### src/rtl/pipe_skid_stage.sv
// Handshaked pipeline stage with a one-entry skid buffer; in_ready comes from a flop.
// Optional saturating stall counter enabled by defining PIPE_SKID_STALL_CNT_EN.
module pipe_skid_stage #(
    parameter int                    DATA_WIDTH = 32,
    parameter logic [DATA_WIDTH-1:0] RESET_DATA = {DATA_WIDTH{1'b0}},
    parameter int                    CNT_WIDTH  = 16
) (
    input  logic                  clk,
    input  logic                  rst,
    input  logic                  flush,
    input  logic                  in_valid,
    output logic                  in_ready,
    input  logic [DATA_WIDTH-1:0] in_data,
    output logic                  out_valid,
    input  logic                  out_ready,
    output logic [DATA_WIDTH-1:0] out_data
`ifdef PIPE_SKID_STALL_CNT_EN
    ,
    output logic [CNT_WIDTH-1:0]  stall_cycles
`endif
);

    // State encoding is {main_v, skid_v}, so each valid bit is a state bit.
    typedef enum logic [1:0] {
        ST_EMPTY   = 2'b00,
        ST_ILLEGAL = 2'b01,
        ST_ONE     = 2'b10,
        ST_FULL    = 2'b11
    } state_e;

    state_e                state_r;
    logic [DATA_WIDTH-1:0] main_d_r;
    logic [DATA_WIDTH-1:0] skid_d_r;
    logic                  in_ready_r;
    logic                  main_v_s;
    logic                  in_hs_s;
    logic                  out_hs_s;

    assign main_v_s  = state_r[1];
    assign in_hs_s   = in_valid & in_ready_r;
    assign out_hs_s  = main_v_s & out_ready;

    assign out_valid = main_v_s;
    assign out_data  = main_d_r;
    assign in_ready  = in_ready_r;

    // Occupancy FSM with main/skid data registers; in_ready_r tracks ~skid_v.
    always_ff @(posedge clk or negedge rst) begin
        if (!rst) begin
            state_r    <= ST_EMPTY;
            main_d_r   <= RESET_DATA;
            skid_d_r   <= RESET_DATA;
            in_ready_r <= 1'b1;
        end else if (flush) begin
            state_r    <= ST_EMPTY;
            main_d_r   <= RESET_DATA;
            skid_d_r   <= RESET_DATA;
            in_ready_r <= 1'b1;
        end else begin
            case (state_r)
                ST_EMPTY: begin
                    if (in_hs_s) begin
                        main_d_r <= in_data;
                        state_r  <= ST_ONE;
                    end
                end
                ST_ONE: begin
                    if (in_hs_s && out_hs_s) begin
                        main_d_r <= in_data;
                    end else if (out_hs_s) begin
                        state_r <= ST_EMPTY;
                    end else if (in_hs_s) begin
                        skid_d_r   <= in_data;
                        state_r    <= ST_FULL;
                        in_ready_r <= 1'b0;
                    end
                end
                ST_FULL: begin
                    // Promotion keeps skid_d_r; only its valid bit drops.
                    if (out_hs_s) begin
                        main_d_r   <= skid_d_r;
                        state_r    <= ST_ONE;
                        in_ready_r <= 1'b1;
                    end
                end
                default: begin
                    state_r    <= ST_EMPTY;
                    in_ready_r <= 1'b1;
                end
            endcase
        end
    end

`ifdef PIPE_SKID_STALL_CNT_EN
    logic [CNT_WIDTH-1:0] stall_cnt_r;

    assign stall_cycles = stall_cnt_r;

    // Saturating count of cycles where downstream withholds ready; flush leaves it alone.
    always_ff @(posedge clk or negedge rst) begin
        if (!rst) begin
            stall_cnt_r <= {CNT_WIDTH{1'b0}};
        end else if (main_v_s && !out_ready && (stall_cnt_r != {CNT_WIDTH{1'b1}})) begin
            stall_cnt_r <= stall_cnt_r + CNT_WIDTH'(1'b1);
        end
    end
`else
    localparam int unused_cnt_width = CNT_WIDTH;
`endif

endmodule
### config.mk
export PLATFORM = sky130hd
export DESIGN_NAME = pipe_skid_stage
export DESIGN_NICKNAME = d
export VERILOG_FILES = /design/src/rtl/pipe_skid_stage.sv
export SDC_FILE = /design/constraint.sdc
export NUM_CORES = 1
export LEC_CHECK = 0
export BUFFER_PORTS_ARGS = -buffer_cell sky130_fd_sc_hd__buf_2
export CAP_MARGIN = 20
export CORE_UTILIZATION = 55
export CTS_CLUSTER_SIZE = 12
export DETAILED_ROUTE_END_ITERATION = 6
export PLACE_DENSITY = 0.81
export SYNTH_ARGS = -nofsm -noshare
export SYNTH_HDL_FRONTEND = slang
export SYNTH_SLANG_ARGS = --single-unit
### constraint.sdc
create_clock -name clk -period 4.1 [get_ports clk]
set_input_delay 0.205 -clock clk [delete_from_list [all_inputs] [get_ports clk]]
set_output_delay 0.205 -clock clk [all_outputs]
set_load 0.02 [all_outputs]
==> reports/qor.csv <==
metric,value,unit
outcome,finished clean,
antenna_found_initial,0,
dpl_worst_slack,1.556,ns
dr.pass1.iters,4,
cts-root-buf,clkbuf_8,
seqCellArea,0.001678,mm2
rsz0062_at_grt,false,
rrSetupSlack,1.62,ns
power_density,714.4,mW/mm2
grt_max_degree,39,
crit_fanout,32,
wirelength,6891,um
overflow,0,
synth_seq_cells,67,
sw_frac_of_total,0.3645,
grt_usage,0.2451,
syn_inst,265,
ant_nets,0,
grt_pass1_vias,2269,
power.share.clock,0.217,
synthToLayoutAreaGrowth,18.14,%
cts_tree,built,
wl_per_cell,16.81,um
worst_slack,1.618,ns
route.detailed.drc,0,
worstPathCellList,ha_2 > and2b_1 > a32oi_2 > o211a_4 > mux2_2,
routed_via_density,5.520,
antenna_cells,0,
p_leak,0.001941,uW
cap_violations,0,
nNetsFinal,374,
clk_pin_slew,0.08,ns
grt_pass1_wl,11500,um
r2r-end,out_data[31],
pwr-share-seq,0.363,
gp_congestion,0.7844,
cts.sinks,67,
crit_buf_inv,0,
power.switching,1010,uW
cpMaxStageDelayCell,o211a_4,
slowest_delay,0.63,ns
crit_cells,5,
slew_headroom,0.3729,
hold_viol,0,
clk_path_buf_depth,2,
syn_nets,306,
cp-startpoint,state_r[1],
worstPathRequired,4.33,ns
multi_input_area,0.001469,mm2
start_util,0.5819,
clk_latency,0.35,ns
crit_type,flip-flop to flip-flop,
slew_viol_final,0,
die_h,79.26,um
cts_resized,0,
tightest_slew,0.9372,ns
setup_tns,0,ns
avgSynthCellArea,12.39,um2
netlist_area,0.003283,mm2
worst-r2r-cell-count,5,
critPathTopFamily,compound AO/OA/AOI/OAI gates,
layout_min_cycle_time,2.482,ns
cts_buffers,9,
die_w,79.26,um
hpwl,4601,um
dieArea,0.006282,mm2
ir_drop,0.5008,mV
end_kind,flip-flop,
intPower,1761,uW
core_area,0.005642,mm2
cp.arrival,2.72,ns
cts_setup_buffers,0,
ys_seq_area_frac,0.5111,
num_vias,2263,
hold_path.class,primary input to flip-flop,
drive_above_1_share,0.3787,
setup_viol,0,
skew,0.007028,ns
numPortBuffers,70,
endpoint,out_data[31],
htree_levels,3,
p_comb_frac,0.420,
ys_types,29,
pin_count,71,
clock.fmax,402.9,MHz
drt_iter0_drc,124,
r2r-start,state_r[1],
fillers,418,
ys.warnings.count,0,
startpoint_type,flip-flop,
rows,27,
post-route-period-util,0.6053,
## layer usage
metal	vias to the layer above	track usage	routed length (um)
met4	0	0.08182	72
li1	1061	-	-
met2	67	0.3836	3267
met1	1128	0.3263	3160
met5	-	0	0
met3	7	0.07126	391
## cells by family after synthesis
logic type / Yosys count / synth area share
flops: 67 / 0.5111
compound gates: 42 / 0.1033
fa+ha+maj: 4 / 0.01524
xor+xnor: 1 / 0.002668
simple gates: 63 / 0.07431
mux: 66 / 0.2477
buf+inv: 22 / 0.04573
## layout by cell type, fill, tap and decap left out, types with 2 or more instances in the layout
| cell | count |
|---|---|
| inv_1 | 3 |
| o21ai_0 | 11 |
| a21oi_1 | 2 |
| ha_1 | 3 |
| nand2_1 | 26 |
| mux2_2 | 2 |
| mux2i_1 | 34 |
| dfrtp_1 | 66 |
| nor2_1 | 34 |
| clkbuf_8 | 9 |
| mux2_4 | 30 |
| clkinvlp_4 | 3 |
| clkinv_2 | 2 |
| bufinv_16 | 2 |
| buf_4 | 3 |
| buf_2 | 70 |
| a22o_1 | 21 |
## power groups by stage
stage | Sequential, uW | Combinational (uW) | Clock, uW
after floorplan | 1190 | 747 | 0
after global placement | 1010 | 1130 | 0
after detailed placement | 1010 | 1170 | 0
after CTS | 1000 | 1170 | 610
after global routing | 1030 | 1250 | 644
final | 1010 | 1160 | 601
## cells in the mapped netlist
cell type  count  area (um2)
a211o_1        1       8.760
a21oi_1        2       10.01
nor2_1        34       127.6
a22o_1        21       183.9
dfstp_2        1       26.28
dfrtp_1       66        1652
a32oi_2        1       16.27
o21ai_1        1       5.000
buf_6          1       11.26
nor3_1         1       5.000
inv_1          3       11.26
xnor2_1        1       8.760
nand2_1       26       97.59
mux2i_1       34       340.3
a21boi_1       1       7.510
buf_12         3       60.06
a41oi_2        1       16.27
and2b_1        1       7.510
clkbuf_1       5       18.77
mux2_4        30       450.4
o21ai_0       11       55.05
nor2b_1        1       6.260
mux2_2         2       22.52
ha_1           4       50.05
o211a_4        1       17.52
buf_2          9       45.04
a2111o_1       1       11.26
a21boi_0       1       7.510
inv_2          1       3.750
## through the flow
stage	power (uW)	cells	hold slack (ns)	cell area [um2]	utilization
floorplan	1934	265	-0.09059	3283	-
global placement	2135	392	0.3034	3625	0.6425
detailed placement	2180	393	0.3094	3652	0.6474
CTS	2787	410	0.07843	3879	0.6875
global route	2922	410	0.08587	3879	0.6875
finish	2771	410	0.08714	3879	0.6875
## sequential cells by signal (all words and copies together) (netlist names)
name / count
skid_d_r: 32
out_data: 32
state_r: 2
in_ready: 1
## timing repair
| action | CTS | global route |
|---|---|---|
| hold endpoints to repair | 32 | 0 |
| setup endpoints to repair | 0 | 0 |
| hold buffers | 1 | 0 |
## final cells by class
class	count	share of cell area
clock inverters	7	0.02387
multi-input cells	176	0.3787
flip-flops and latches	67	0.4326
clock buffers	9	0.03194
well taps	72	0.02323
repair buffers	75	0.1058
inverters	4	0.003871
## worst min-delay path by stage
| stage | startpoint | to | depth (start not counted) |
|---|---|---|---|
| 6_report | in_data[3] | skid_d_r[3] | 2 |
| 4_1_cts | in_data[30] | skid_d_r[30] | 2 |
| 3_3_place_gp | rst | skid_d_r[2] | 1 |
| 5_1_grt | in_data[3] | skid_d_r[3] | 2 |
| 2_1_floorplan | rst | out_data[0] | 0 |
| 3_5_place_dp | rst | skid_d_r[2] | 1 |
Note: power is estimated with default switching activity, not from simulation.
